**src/rtl/pbuf_sched_pkg.sv**
```systemverilog
// -----------------------------------------------------------------------------
// pbuf_sched_pkg
// Shared definitions for the parameter-buffer scheduler: default geometry,
// drain length and the scheduler FSM state encoding.
// -----------------------------------------------------------------------------
package pbuf_sched_pkg;

    localparam int PBUF_ENTRIES = 512;   // parameter-buffer entries
    localparam int PBUF_TAG_W   = 12;    // primitive-tag width
    localparam int DRAIN_CYCLES = 2;     // cycles allowed for in-flight ops before scrub

    typedef enum logic [1:0] {
        RUN   = 2'd0,   // normal arbitration of writer/reader
        DRAIN = 2'd1,   // handshakes blocked, in-flight ops completing
        SCRUB = 2'd2    // zero-writing every entry
    } pbuf_state_e;

endpackage

```
**src/rtl/pbuf_rr_arb.sv**
```systemverilog
// -----------------------------------------------------------------------------
// pbuf_rr_arb
// Two-way round-robin arbiter between the writer and the reader. With a single
// requester it grants that side; with both it grants the side not granted
// last. After reset the writer wins the first conflict.
//
// Ports
//   clock, reset       : clock, asynchronous active-high reset
//   enable             : grants allowed this cycle (scheduler in RUN)
//   wr_valid, rd_valid : request lines
//   wr_grant, rd_grant : combinational, one-hot or zero
// -----------------------------------------------------------------------------
module pbuf_rr_arb (
    input  logic clock,
    input  logic reset,
    input  logic enable,
    input  logic wr_valid,
    input  logic rd_valid,
    output logic wr_grant,
    output logic rd_grant
);

    // 1 when the reader should win the next conflict (writer was granted last).
    logic prefer_rd;

    // NOTE: combinational blocks use blocking '=' and assign every output a
    // default first, so no path leaves a value held and no latch is inferred.
    always_comb begin
        wr_grant = 1'b0;
        rd_grant = 1'b0;
        if (enable) begin
            if (wr_valid && rd_valid) begin
                wr_grant = !prefer_rd;
                rd_grant = prefer_rd;
            end else begin
                wr_grant = wr_valid;
                rd_grant = rd_valid;
            end
        end
    end

    // NOTE: sequential state uses non-blocking '<=' so every flop samples
    // values from before the edge, independent of statement order.
    always_ff @(posedge clock or posedge reset) begin
        if (reset) begin
            prefer_rd <= 1'b0;
        end else if (wr_grant || rd_grant) begin
            prefer_rd <= wr_grant;
        end
    end

endmodule

```
**src/rtl/pbuf_sched.sv**
```systemverilog
// -----------------------------------------------------------------------------
// pbuf_sched
// Schedules writer stores and reader fetches onto a single-port parameter
// buffer, tracks a per-entry valid bitmap, and on a flush drains in-flight
// operations and scrubs every entry to zero.
//
// Optional build macro: PBUF_SCHED_STATS_EN adds 32-bit wrapping counters
// stat_wr, stat_rd, stat_miss, stat_conflict.
//
// Ports
//   clock, reset                 : clock, asynchronous active-high reset
//   wr_valid/wr_tag/wr_ready     : writer request, tag, combinational accept
//   rd_valid/rd_tag/rd_ready     : reader request, tag, combinational accept
//   flush                        : one-cycle scrub request (ignored while busy)
//   prim_tag, pcache_write       : registered buffer address / write strobe
//   pcache_zero                  : selects zero write-data during scrub
//   rd_resp_valid, rd_resp_hit   : fetch response two cycles after accept
//   err_oor                      : pulse, accepted tag >= ENTRIES
//   busy                         : drain or scrub in progress
// -----------------------------------------------------------------------------
module pbuf_sched
    import pbuf_sched_pkg::*;
#(
    parameter int ENTRIES = PBUF_ENTRIES,
    parameter int TAG_W   = PBUF_TAG_W
) (
    input  logic             clock,
    input  logic             reset,
    input  logic             wr_valid,
    input  logic [TAG_W-1:0] wr_tag,
    output logic             wr_ready,
    input  logic             rd_valid,
    input  logic [TAG_W-1:0] rd_tag,
    output logic             rd_ready,
    input  logic             flush,
    output logic [TAG_W-1:0] prim_tag,
    output logic             pcache_write,
    output logic             pcache_zero,
    output logic             rd_resp_valid,
    output logic             rd_resp_hit,
    output logic             err_oor,
    output logic             busy
`ifdef PBUF_SCHED_STATS_EN
    ,
    output logic [31:0]      stat_wr,
    output logic [31:0]      stat_rd,
    output logic [31:0]      stat_miss,
    output logic [31:0]      stat_conflict
`endif
);

    localparam int               IDX_W      = (ENTRIES > 1) ? $clog2(ENTRIES) : 1;
    localparam logic [TAG_W:0]   ENTRIES_X  = (TAG_W+1)'(ENTRIES);
    localparam logic [TAG_W-1:0] LAST_TAG   = TAG_W'(ENTRIES - 1);
    localparam logic [1:0]       DRAIN_LAST = 2'(DRAIN_CYCLES - 1);

    pbuf_state_e      state;
    logic [1:0]       drain_cnt;
    logic [ENTRIES-1:0] valid_q;
    logic             rd_s1;       // read accepted last cycle
    logic             hit_s1;      // its valid bit, sampled at accept

    logic             run;
    logic             accept;
    logic [TAG_W-1:0] sel_tag;
    logic             sel_in_range;
    logic [IDX_W-1:0] sel_idx;
    logic             sel_valid;

    assign run = (state == RUN);

    pbuf_rr_arb u_arb (
        .clock    (clock),
        .reset    (reset),
        .enable   (run),
        .wr_valid (wr_valid),
        .rd_valid (rd_valid),
        .wr_grant (wr_ready),
        .rd_grant (rd_ready)
    );

    // Grants are one-hot, so the accepted tag is a simple select.
    assign accept       = wr_ready | rd_ready;
    assign sel_tag      = wr_ready ? wr_tag : rd_tag;
    assign sel_in_range = ({1'b0, sel_tag} < ENTRIES_X);
    assign sel_idx      = sel_tag[IDX_W-1:0];
    assign sel_valid    = sel_in_range & valid_q[sel_idx];

    // NOTE: the valid bitmap is a flop vector, not RAM, so it can and must be
    // reset; the buffer data itself lives outside and is cleared by the scrub.
    always_ff @(posedge clock or posedge reset) begin
        if (reset) begin
            state         <= RUN;
            drain_cnt     <= '0;
            valid_q       <= '0;
            prim_tag      <= '0;
            pcache_write  <= 1'b0;
            pcache_zero   <= 1'b0;
            err_oor       <= 1'b0;
            busy          <= 1'b0;
            rd_s1         <= 1'b0;
            hit_s1        <= 1'b0;
            rd_resp_valid <= 1'b0;
            rd_resp_hit   <= 1'b0;
        end else begin
            // Response pipeline keeps running in DRAIN so in-flight reads finish.
            rd_s1         <= rd_ready;
            hit_s1        <= sel_valid;
            rd_resp_valid <= rd_s1;
            rd_resp_hit   <= rd_s1 & hit_s1;
            err_oor       <= accept & !sel_in_range;
            pcache_write  <= 1'b0;
            pcache_zero   <= 1'b0;

            case (state)
                RUN: begin
                    if (accept) begin
                        prim_tag     <= sel_tag;
                        pcache_write <= wr_ready & sel_in_range;
                        // Set now so a read of this tag next cycle reports a hit.
                        if (wr_ready && sel_in_range) begin
                            valid_q[sel_idx] <= 1'b1;
                        end
                    end
                    if (flush) begin
                        state     <= DRAIN;
                        drain_cnt <= '0;
                        busy      <= 1'b1;
                    end
                end

                DRAIN: begin
                    if (drain_cnt == DRAIN_LAST) begin
                        state        <= SCRUB;
                        prim_tag     <= '0;
                        pcache_write <= 1'b1;
                        pcache_zero  <= 1'b1;
                    end else begin
                        drain_cnt <= drain_cnt + 2'd1;
                    end
                end

                SCRUB: begin
                    // prim_tag doubles as the scrub address counter.
                    if (prim_tag == LAST_TAG) begin
                        state   <= RUN;
                        busy    <= 1'b0;
                        valid_q <= '0;
                    end else begin
                        prim_tag     <= prim_tag + TAG_W'(1);
                        pcache_write <= 1'b1;
                        pcache_zero  <= 1'b1;
                    end
                end

                default: state <= RUN;
            endcase
        end
    end

`ifdef PBUF_SCHED_STATS_EN
    // Free-running wrapping counters; only reset clears them.
    always_ff @(posedge clock or posedge reset) begin
        if (reset) begin
            stat_wr       <= '0;
            stat_rd       <= '0;
            stat_miss     <= '0;
            stat_conflict <= '0;
        end else begin
            stat_wr       <= stat_wr + 32'(wr_ready);
            stat_rd       <= stat_rd + 32'(rd_ready);
            stat_miss     <= stat_miss + 32'(rd_ready & !sel_valid);
            stat_conflict <= stat_conflict + 32'(wr_valid & rd_valid);
        end
    end
`endif

endmodule
```
**config.mk**
```make
export PLATFORM = sky130hd
export DESIGN_NAME = pbuf_sched
export DESIGN_NICKNAME = d
export VERILOG_FILES = /design/src/rtl/pbuf_sched_pkg.sv /design/src/rtl/pbuf_rr_arb.sv /design/src/rtl/pbuf_sched.sv
export SDC_FILE = /design/constraint.sdc
export NUM_CORES = 1
export LEC_CHECK = 0
export BUFFER_PORTS_ARGS = -buffer_cell sky130_fd_sc_hd__buf_2
export CORE_AREA = 8 8 258 260
export DETAILED_ROUTE_END_ITERATION = 8
export DIE_AREA = 0 0 266 268
export GPL_ROUTABILITY_DRIVEN = 0
export HOLD_SLACK_MARGIN = 0.1
export MAX_ROUTING_LAYER = met4
export PLACE_DENSITY = 0.64
export SYNTH_ARGS = -nofsm -noshare
export SYNTH_HDL_FRONTEND = slang
export SYNTH_HIERARCHICAL = 1
export SYNTH_SLANG_ARGS = --single-unit
```
**constraint.sdc**
```tcl
create_clock -name clock -period 22.7 [get_ports clock]
set_input_delay 4.54 -clock clock [delete_from_list [all_inputs] [get_ports clock]]
set_output_delay 4.54 -clock clock [all_outputs]
set_load 0.05 [all_outputs]
```
# Yosys cells after proc, flatten, opt, wreduce, memory -nomap -nowiden
# Cells that the tools add are included.
# W data, S select, Z words.
dict set report op_classes {
  n_shift 0
  magnitude_cmp 3
  eq_ne 11
  div_mod_pow 0
  addsub 2
  reduce_logical 15
  n_bitwise 6
  mux 32
  n_mul 0
}
# cell count
set op_table {}
lappend op_table {{$mux W512} 3}
lappend op_table {{$pmux W512 S2} 1}
lappend op_table {{$or A512 B512 Y512} 1}
lappend op_table {{$mux W12} 4}
lappend op_table {{$pmux W12 S3} 1}
lappend op_table {{$add A12 B1 Y12 const B} 1}
lappend op_table {{$eq A12 B9 Y1 const B} 1}
lappend op_table {{$lt A12 B10 Y1 const B} 1}
lappend op_table {{$mux W1} 11}
lappend op_table {{$lt A9 B10 Y1 const B} 1}
lappend op_table {{$mux W2} 5}
lappend op_table {{$ne A2 B2 Y1 const B} 5}
lappend op_table {{$bmux W1 S9} 1}
lappend op_table {{$demux W1 S9} 1}
lappend op_table {{$ge A9 B1 Y1 const B} 1}
lappend op_table {{$reduce_and A3 Y1} 3}
lappend op_table {{$reduce_and A4 Y1} 2}
lappend op_table {{$pmux W2 S3} 1}
lappend op_table {{$and A1 B1 Y1} 4}
lappend op_table {{$eq A2 B1 Y1 const B} 2}
lappend op_table {{$ne A2 B1 Y1 const B} 2}
lappend op_table {{$pmux W1 S2} 2}
lappend op_table {{$pmux W2 S2} 1}
lappend op_table {{$reduce_bool A2 Y1} 2}
lappend op_table {{9 further kinds} 12}
dict set report word_totals {
  regBits 537
  latchBits 0
  out_inout_bits 20
  ramBits 0
  inputBits 29
  mem_bits_ro 0
  memories 0
  word_cells 82
}

# Logic depth before layout (Yosys ltp)
# Gate-level depths: netlist of run 1.
dict set report depth {
  ltp_word 12
  depth_mapped 18
  depth_no_buf 12
}

# By module
# Netlist of run 1, hierarchy kept.
# mod instances cells_each seq_area_each_um2 area_per_inst_um2
set modules_own_cells {}
lappend modules_own_cells {pbuf_sched 1 2649 13412.9 24581.1}
lappend modules_own_cells {pbuf_rr_arb 1 9 25.0 65.1}

# Worst setup path before layout of run 1
# Ideal clock, no wire load.
dict set report synth_path {
  kind {input to output}
  from {input port rd_valid}
  to {output port rd_ready}
  slack_ns 12.712
  path_buffers 0
  stages 2
  t_arrival_ns 5.448
  cell_sequence {nand2_1 -> a21oi_1}
}
dict set report synth_via {
  elab_chain_cells 3
}
# element line_no
set synth_lines {}
lappend synth_lines {{start: declaration} pbuf_sched.sv:32} ;# input logic rd_valid,
lappend synth_lines {{$logic_and A1 B1 Y1} pbuf_rr_arb.sv:32} ;# if (wr_valid && rd_valid) begin
lappend synth_lines {{$mux W1 (*)} pbuf_rr_arb.sv:32}
lappend synth_lines {{$mux W1 (*)} pbuf_rr_arb.sv:31} ;# if (enable) begin
lappend synth_lines {{end: declaration} pbuf_sched.sv:34} ;# output logic rd_ready,
# Every way passes the cells marked *; elsewhere a longest branch is shown, timed or not.

# Final worst setup path of run 1
# Ends and elaborated chain as after synthesis.

==> results.sh, run 1 <==
export IMPL_ys_seq_elements=537
export IMPL_worstSetupEndpointType="primary output"
export IMPL_period_needed_ns=9.87
export IMPL_vias_per_cell=5.91
export IMPL_areaGrowthSynthToFinish_pct=11.5
export IMPL_syn_area_um2=24600
export IMPL_p_sw_frac=0.328
export IMPL_p_int_mw=1.71
export IMPL_synthTopCellsByCount="570 x nor2_1, 561 x a21oi_1, 537 x dfrtp_1"
export IMPL_ys_top_cells_by_area="dfrtp_1 55%, a21oi_1 11%, nor2_1 8.7%"
export IMPL_holdWs_ns=0.377
export IMPL_max_freq_ghz=0.101
export IMPL_start_util=0.395
export IMPL_vias=20700
export IMPL_die_w_um=266
export IMPL_max_slew_margin=0.0882
export IMPL_crit_path_max_incr_delay_ns=0.33
export IMPL_period_share=0.435
export IMPL_drive_gt1_frac=0.110
export IMPL_yosysSeqAreaShare=0.545
export IMPL_io_pins=49
export IMPL_drc=0
export IMPL_p_per_area_nw_per_um2=92.6
export IMPL_status="finished clean"
export IMPL_finClkSkew_ns=0.0323
export IMPL_critPathMaxFanout=4
export IMPL_grt_pass1_vias=20100
export IMPL_cap_viol_max_count=0
export IMPL_synth_largest_area_cell="dfrtp_1"
export IMPL_pwr_share_clk=0.369
export IMPL_grt_use_met2=0.323
export IMPL_p_switching_mw=0.835
export IMPL_nNetsFinal=2647
export IMPL_ys_types=72
export IMPL_fill_cells=6014
export IMPL_ant_nets=0
export IMPL_synth_most_common_cell="nor2_1"
export IMPL_met1_usage=0.299
export IMPL_synth_top_area_frac=0.545
export IMPL_cts_tree="built"
export IMPL_peakVddDrop_v=0.0000850
export IMPL_post_dp_hpwl_um=43900
export IMPL_grt_busiest_layer="met2"
export IMPL_rows=92
export IMPL_cts_sinks=537
export IMPL_avgSynthCellArea_um2=9.27
export IMPL_seqPwrFrac=0.410
export IMPL_p_leak_nw=13.2
export IMPL_comb_power_share=0.221
export IMPL_crit_path_frequent_cell="buf_2"
export IMPL_yosys_warnings=6
export IMPL_core_um2=62400
export IMPL_postCtsHoldBufs=0
export IMPL_gr_usage_all_layers=0.217
export IMPL_grt_max_degree=249
export IMPL_firstDrtPassIters=6
export IMPL_cts_buffers=57
export IMPL_clk_pin_slew_ns=0.06
export IMPL_antenna_found_initial=7
export IMPL_crit_buf_inv=2
export IMPL_drv_slew=0
export IMPL_dp_cells=3399
export IMPL_gr_total_overflow=0
export IMPL_hold_class="reg -> reg"
export IMPL_h_tree_depth=2
export IMPL_cp_top_family="buffers and inverters"
export IMPL_synth_edff_count=0
export IMPL_drt_iter0_drc=2699
export IMPL_post_cts_setup_buffers=0
export IMPL_critPathLaunchType="input pin"
export IMPL_hold_viol=0
export IMPL_clock_root_buffer="clkbuf_16"
export IMPL_clk_latency_ns=0.63
export IMPL_met3_usage=0.0391
export IMPL_grt_pass1_wl_um=119000
export IMPL_final_setup_tns_ns=0
export IMPL_ys_async_sr_fraction=1.00
export IMPL_required_ns=18.16
export IMPL_routed_wl_um=76300
export IMPL_fin_cells=3509
export IMPL_path_cells="buf_2 -> nand2_1 -> a21oi_1 -> buf_2"
export IMPL_path_class="in -> out"
export IMPL_die_y_um=268
export IMPL_cp_slowest_cell="buf_2"
export IMPL_port_buffers=48
export IMPL_die_area_um2=71300
export IMPL_cts_buffer_depth=3
export IMPL_drt_wirelength_per_cell_um=21.8
export IMPL_worst_pin_slew_ns=1.36
export IMPL_syn_nets=2693
export IMPL_rsz0062_at_grt="false"
export IMPL_syn_inst=2658
export IMPL_final_setup_viol_count=0
export IMPL_yosys_most_used_dff="dfrtp_1"
export IMPL_cts_resized=0
export IMPL_arrival_ns=5.33
## final timing paths
check | cells past startpoint | slack, ns | end | from
min in group asynchronous | 2 | 3.82 | u_arb/prefer_rd | reset
min reg2reg | 0 | 0.38 | rd_resp_valid | rd_s1
max | 4 | 12.83 | rd_ready | rd_valid
max reg2reg | 13 | 17.22 | hit_s1 | state[0]
max in group asynchronous | 4 | 16.17 | valid_q[277] | reset
min | 0 | 0.38 | rd_resp_valid | rd_s1
## metrics by stage
stage | area, um2 | worst slack [ns] | total power [mW] | utilization
detailed placement | 25600 | 12.85 | 1.61 | 0.410
finish | 27500 | 12.83 | 2.54 | 0.441
global route | 27500 | 12.76 | 2.64 | 0.441
CTS | 27500 | 12.84 | 2.55 | 0.440
global placement | 25600 | 12.82 | 1.60 | 0.410
floorplan | 24600 | 3.18 | 1.45 | -
## layout make-up
class	count	area [um2]	area share
well taps	846	1060	0.0385
flip-flops and latches	537	13400	0.489
multi-input cells	1891	10300	0.374
diodes	6	15.0	0.000546
clock inverters	22	205	0.00746
repair buffers	112	758	0.0276
clock buffers	82	1680	0.0611
inverters	13	56.3	0.00205
## placed cells by master, fill, tap and decap left out, types with 37 or more instances in the layout
master     synthesis  layout
nor2_1           570     562
a21oi_1          561     559
dfrtp_1          537     537
nand2_1          285     285
nand3_1          134     134
mux2i_1           72      70
buf_4             18      61
clkbuf_16          0      57
buf_2             57      48
mux4_2            37      37
## per-layer routing
metal,share of wire,up-vias
met5,0,-
met4,0.032,0
met3,0.10,171
met2,0.44,1076
met1,0.43,10400
li1,-,9053
## sequential cells by signal, summed over array words and instances (netlist names)
name / flops
busy: 1
prim_tag: 12
drain_cnt: 2
pcache_write: 1
rd_resp_valid: 1
state: 2
pcache_zero: 1
hit_s1: 1
valid_q: 512
rd_s1: 1
rd_resp_hit: 1
err_oor: 1
u_arb/prefer_rd: 1
## cell families after synthesis
| family | after synthesis | synth area share |
|---|---|---|
| AOI/OAI and AO/OA | 673 | 0.149 |
| buffers and inverters | 230 | 0.0448 |
| adders and majority gates | 6 | 0.00305 |
| DFF | 537 | 0.545 |
| and+or+nand+nor | 1083 | 0.182 |
| muxes | 129 | 0.0759 |
## power groups by stage
stage	sequential, mW	clock [mW]	combinational [mW]
detailed placement	1.06	0	0.553
global placement	1.06	0	0.545
floorplan	1.09	0	0.355
global route	1.05	0.989	0.601
finish	1.04	0.938	0.563
CTS	1.04	0.954	0.555
(Power assumes the default switching activity.)
==> run 2: changes to the inputs <==
clock period = 9.9 ns   (was 22.7 ns; I/O delays follow)
==> run 2 against run 1 <==
Effect of this change:
- non-clock buffer count fell by 1
- routed wire length rose by 0.91%
- critical path depth rose by 7
- final area rose by 0.45%
- setup slack got worse by 9.2 ns
- combinational power rose by 130%
- clock power rose by 140%
- sequential power rose by 130%
- highest routed layer unchanged
- power rose by 130%
==> results.sh, run 2 (synthesis gave the netlist of run 1 again) <==
export IMPL_status="finished clean"
export IMPL_drv_slew=0
export IMPL_drt_iter0_drc=2905
export IMPL_drive_gt1_frac=0.109
export IMPL_worst_slack_ns=3.67
export IMPL_rows=92
export IMPL_critPathLaunchType="input pin"
export IMPL_gr_usage_all_layers=0.218
export IMPL_worstReg2RegEnd="hit_s1"
export IMPL_critPathMaxFanout=58
export IMPL_p_leak_nw=13.2
export IMPL_max_freq_ghz=0.161
export IMPL_die_w_um=266
export IMPL_path_cells="buf_2 -> nand2_1 -> a21oi_4 -> mux2i_4 -> buf_4 -> mux4_2 -> and3_1 -> a311oi_1 -> nand4_1 -> nor4_1 -> and4_1"
export IMPL_clock_root_buffer="clkbuf_16"
export IMPL_grt_max_degree=241
export IMPL_regMostFlops="valid_q"
export IMPL_vias_per_cell=5.87
export IMPL_rsz0062_at_grt="false"
export IMPL_vias=20600
export IMPL_p_int_mw=4.03
export IMPL_ant_nets=0
export IMPL_die_area_um2=71300
export IMPL_antenna_found_initial=6
export IMPL_post_dp_hpwl_um=44800
export IMPL_period_needed_ns=6.23
export IMPL_hp_start="rd_s1"
export IMPL_seq_area_um2=13400
export IMPL_crit_path_start="wr_valid"
export IMPL_cp_depth=11
export IMPL_crit_buf_inv=2
export IMPL_cts_buffers=57
export IMPL_holdWs_ns=0.380
export IMPL_arrival_ns=6.78
export IMPL_r2r_start="state[0]"
export IMPL_areaGrowthSynthToFinish_pct=12.0
export IMPL_cts_buffer_depth=3
export IMPL_nNetsFinal=2646
export IMPL_rrSetupSlack_ns=4.18
export IMPL_period_share=0.629
export IMPL_grt_pass1_wl_um=119000
export IMPL_path_class="in -> reg"
export IMPL_clk_latency_ns=0.63
export IMPL_gr_total_overflow=0
export IMPL_post_cts_setup_buffers=0
export IMPL_required_ns=10.46
export IMPL_endpoint="hit_s1"
export IMPL_crit_path_max_incr_delay_ns=0.98
export IMPL_p_switching_mw=1.90
export IMPL_start_util=0.395
export IMPL_clk_pin_slew_ns=0.06
export IMPL_final_setup_tns_ns=0
export IMPL_postCtsHoldBufs=0
export IMPL_firstDrtPassIters=6
export IMPL_cts_resized=0
export IMPL_final_setup_viol_count=0
export IMPL_p_per_area_nw_per_um2=215
export IMPL_cts_sinks=537
export IMPL_multi_input_area_um2=10300
export IMPL_routed_wl_um=77000
export IMPL_pwr_share_clk=0.381
export IMPL_h_tree_depth=2
export IMPL_largest_reg_flops=512
export IMPL_core_um2=62400
export IMPL_seqPwrFrac=0.404
export IMPL_cts_tree="built"
export IMPL_io_pins=49
export IMPL_cap_viol_max_count=0
export IMPL_cp_slowest_cell="mux2i_4"
export IMPL_finClkSkew_ns=0.0197
export IMPL_r2r_cells=12
export IMPL_final_common_cell="nor2_1"
export IMPL_p_sw_frac=0.321
export IMPL_port_buffers=48
export IMPL_fill_cells=6003
export IMPL_worst_pin_slew_ns=1.27
export IMPL_most_common_layout_cells="561 x nor2_1, 559 x a21oi_1, 537 x dfrtp_1"
export IMPL_max_slew_margin=0.149
export IMPL_hold_class="reg -> reg"
export IMPL_dp_worst_setup_slack_ns=3.36
export IMPL_biggestRegsByFlops="valid_q (512), prim_tag (12)"
export IMPL_die_y_um=268
export IMPL_drc=0
export IMPL_cp_top_family="multiplexers"
export IMPL_grt_pass1_vias=19900
export IMPL_peakVddDrop_v=0.000127
export IMPL_hold_viol=0
export IMPL_comb_power_share=0.216
export IMPL_drt_wirelength_per_cell_um=22.0
export IMPL_worstSetupEndpointType="flip-flop"
[run 2: changes by cell type in the layout (fill, tap and decap cells not counted), moves of 3 or more]
cell,delta
buf_4,-3
bufinv_16,+5
clkbuf_8,-3
clkinv_2,-4
[run 2: area by class of cell]
type | count | area share
Clock inverter | 23 | 0.0126
Multi-Input combinational cell | 1891 | 0.372
Tap cell | 846 | 0.0383
Clock buffer | 81 | 0.0596
Inverter | 13 | 0.00190
Timing Repair Buffer | 111 | 0.0281
Antenna cell | 5 | 0.000453
Sequential cell | 537 | 0.487
[run 2: worst min-delay path by stage]
| stage | to | slack [ns] | cells after the start |
|---|---|---|---|
| final | rd_resp_valid | 0.38 | 0 |
| after global routing | rd_resp_valid | 0.40 | 0 |
| after CTS | rd_resp_valid | 0.38 | 0 |
| after detailed placement | rd_resp_valid | 0.37 | 0 |
| after global placement | rd_resp_valid | 0.35 | 0 |
| after floorplan | rd_resp_valid | 0.35 | 0 |
[run 2: worst reg2reg max path, cell delays in order (launching register included)]
cell and delay, ns:
dfrtp_1 0.42, inv_1 0.09, ha_1 0.35, nand2_1 0.19, a21oi_4 0.77, mux2i_4 1.01, buf_4 0.73, mux4_2 0.63
and3_1 0.19, a311oi_1 0.54, nand4_1 0.18, nor4_1 0.31, and4_1 0.26
[run 2: metrics by stage]
step	total power [mW]	instance area, um2	util	instances
floorplan	3.32	24600	-	2658
global placement	3.66	25600	0.410	3398
detailed placement	3.69	25600	0.410	3398
CTS	5.95	27600	0.442	3502
global route	6.16	27600	0.443	3507
finish	5.93	27600	0.443	3507
[run 2: metal layers]
layer	part of all wire	GRT usage	up-vias
met4	0.033	0.0800	0
met3	0.11	0.0622	159
met5	0	-	-
li1	-	-	9057
met2	0.44	0.315	989
met1	0.42	0.292	10400
[run 2: power groups by stage]
stage	Sequential (mW)	Combinational, mW	Clock, mW
after detailed placement	2.43	1.26	0
after global placement	2.42	1.24	0
after global routing	2.41	1.37	2.38
after floorplan	2.50	0.814	0
final	2.39	1.28	2.26
after CTS	2.39	1.26	2.30
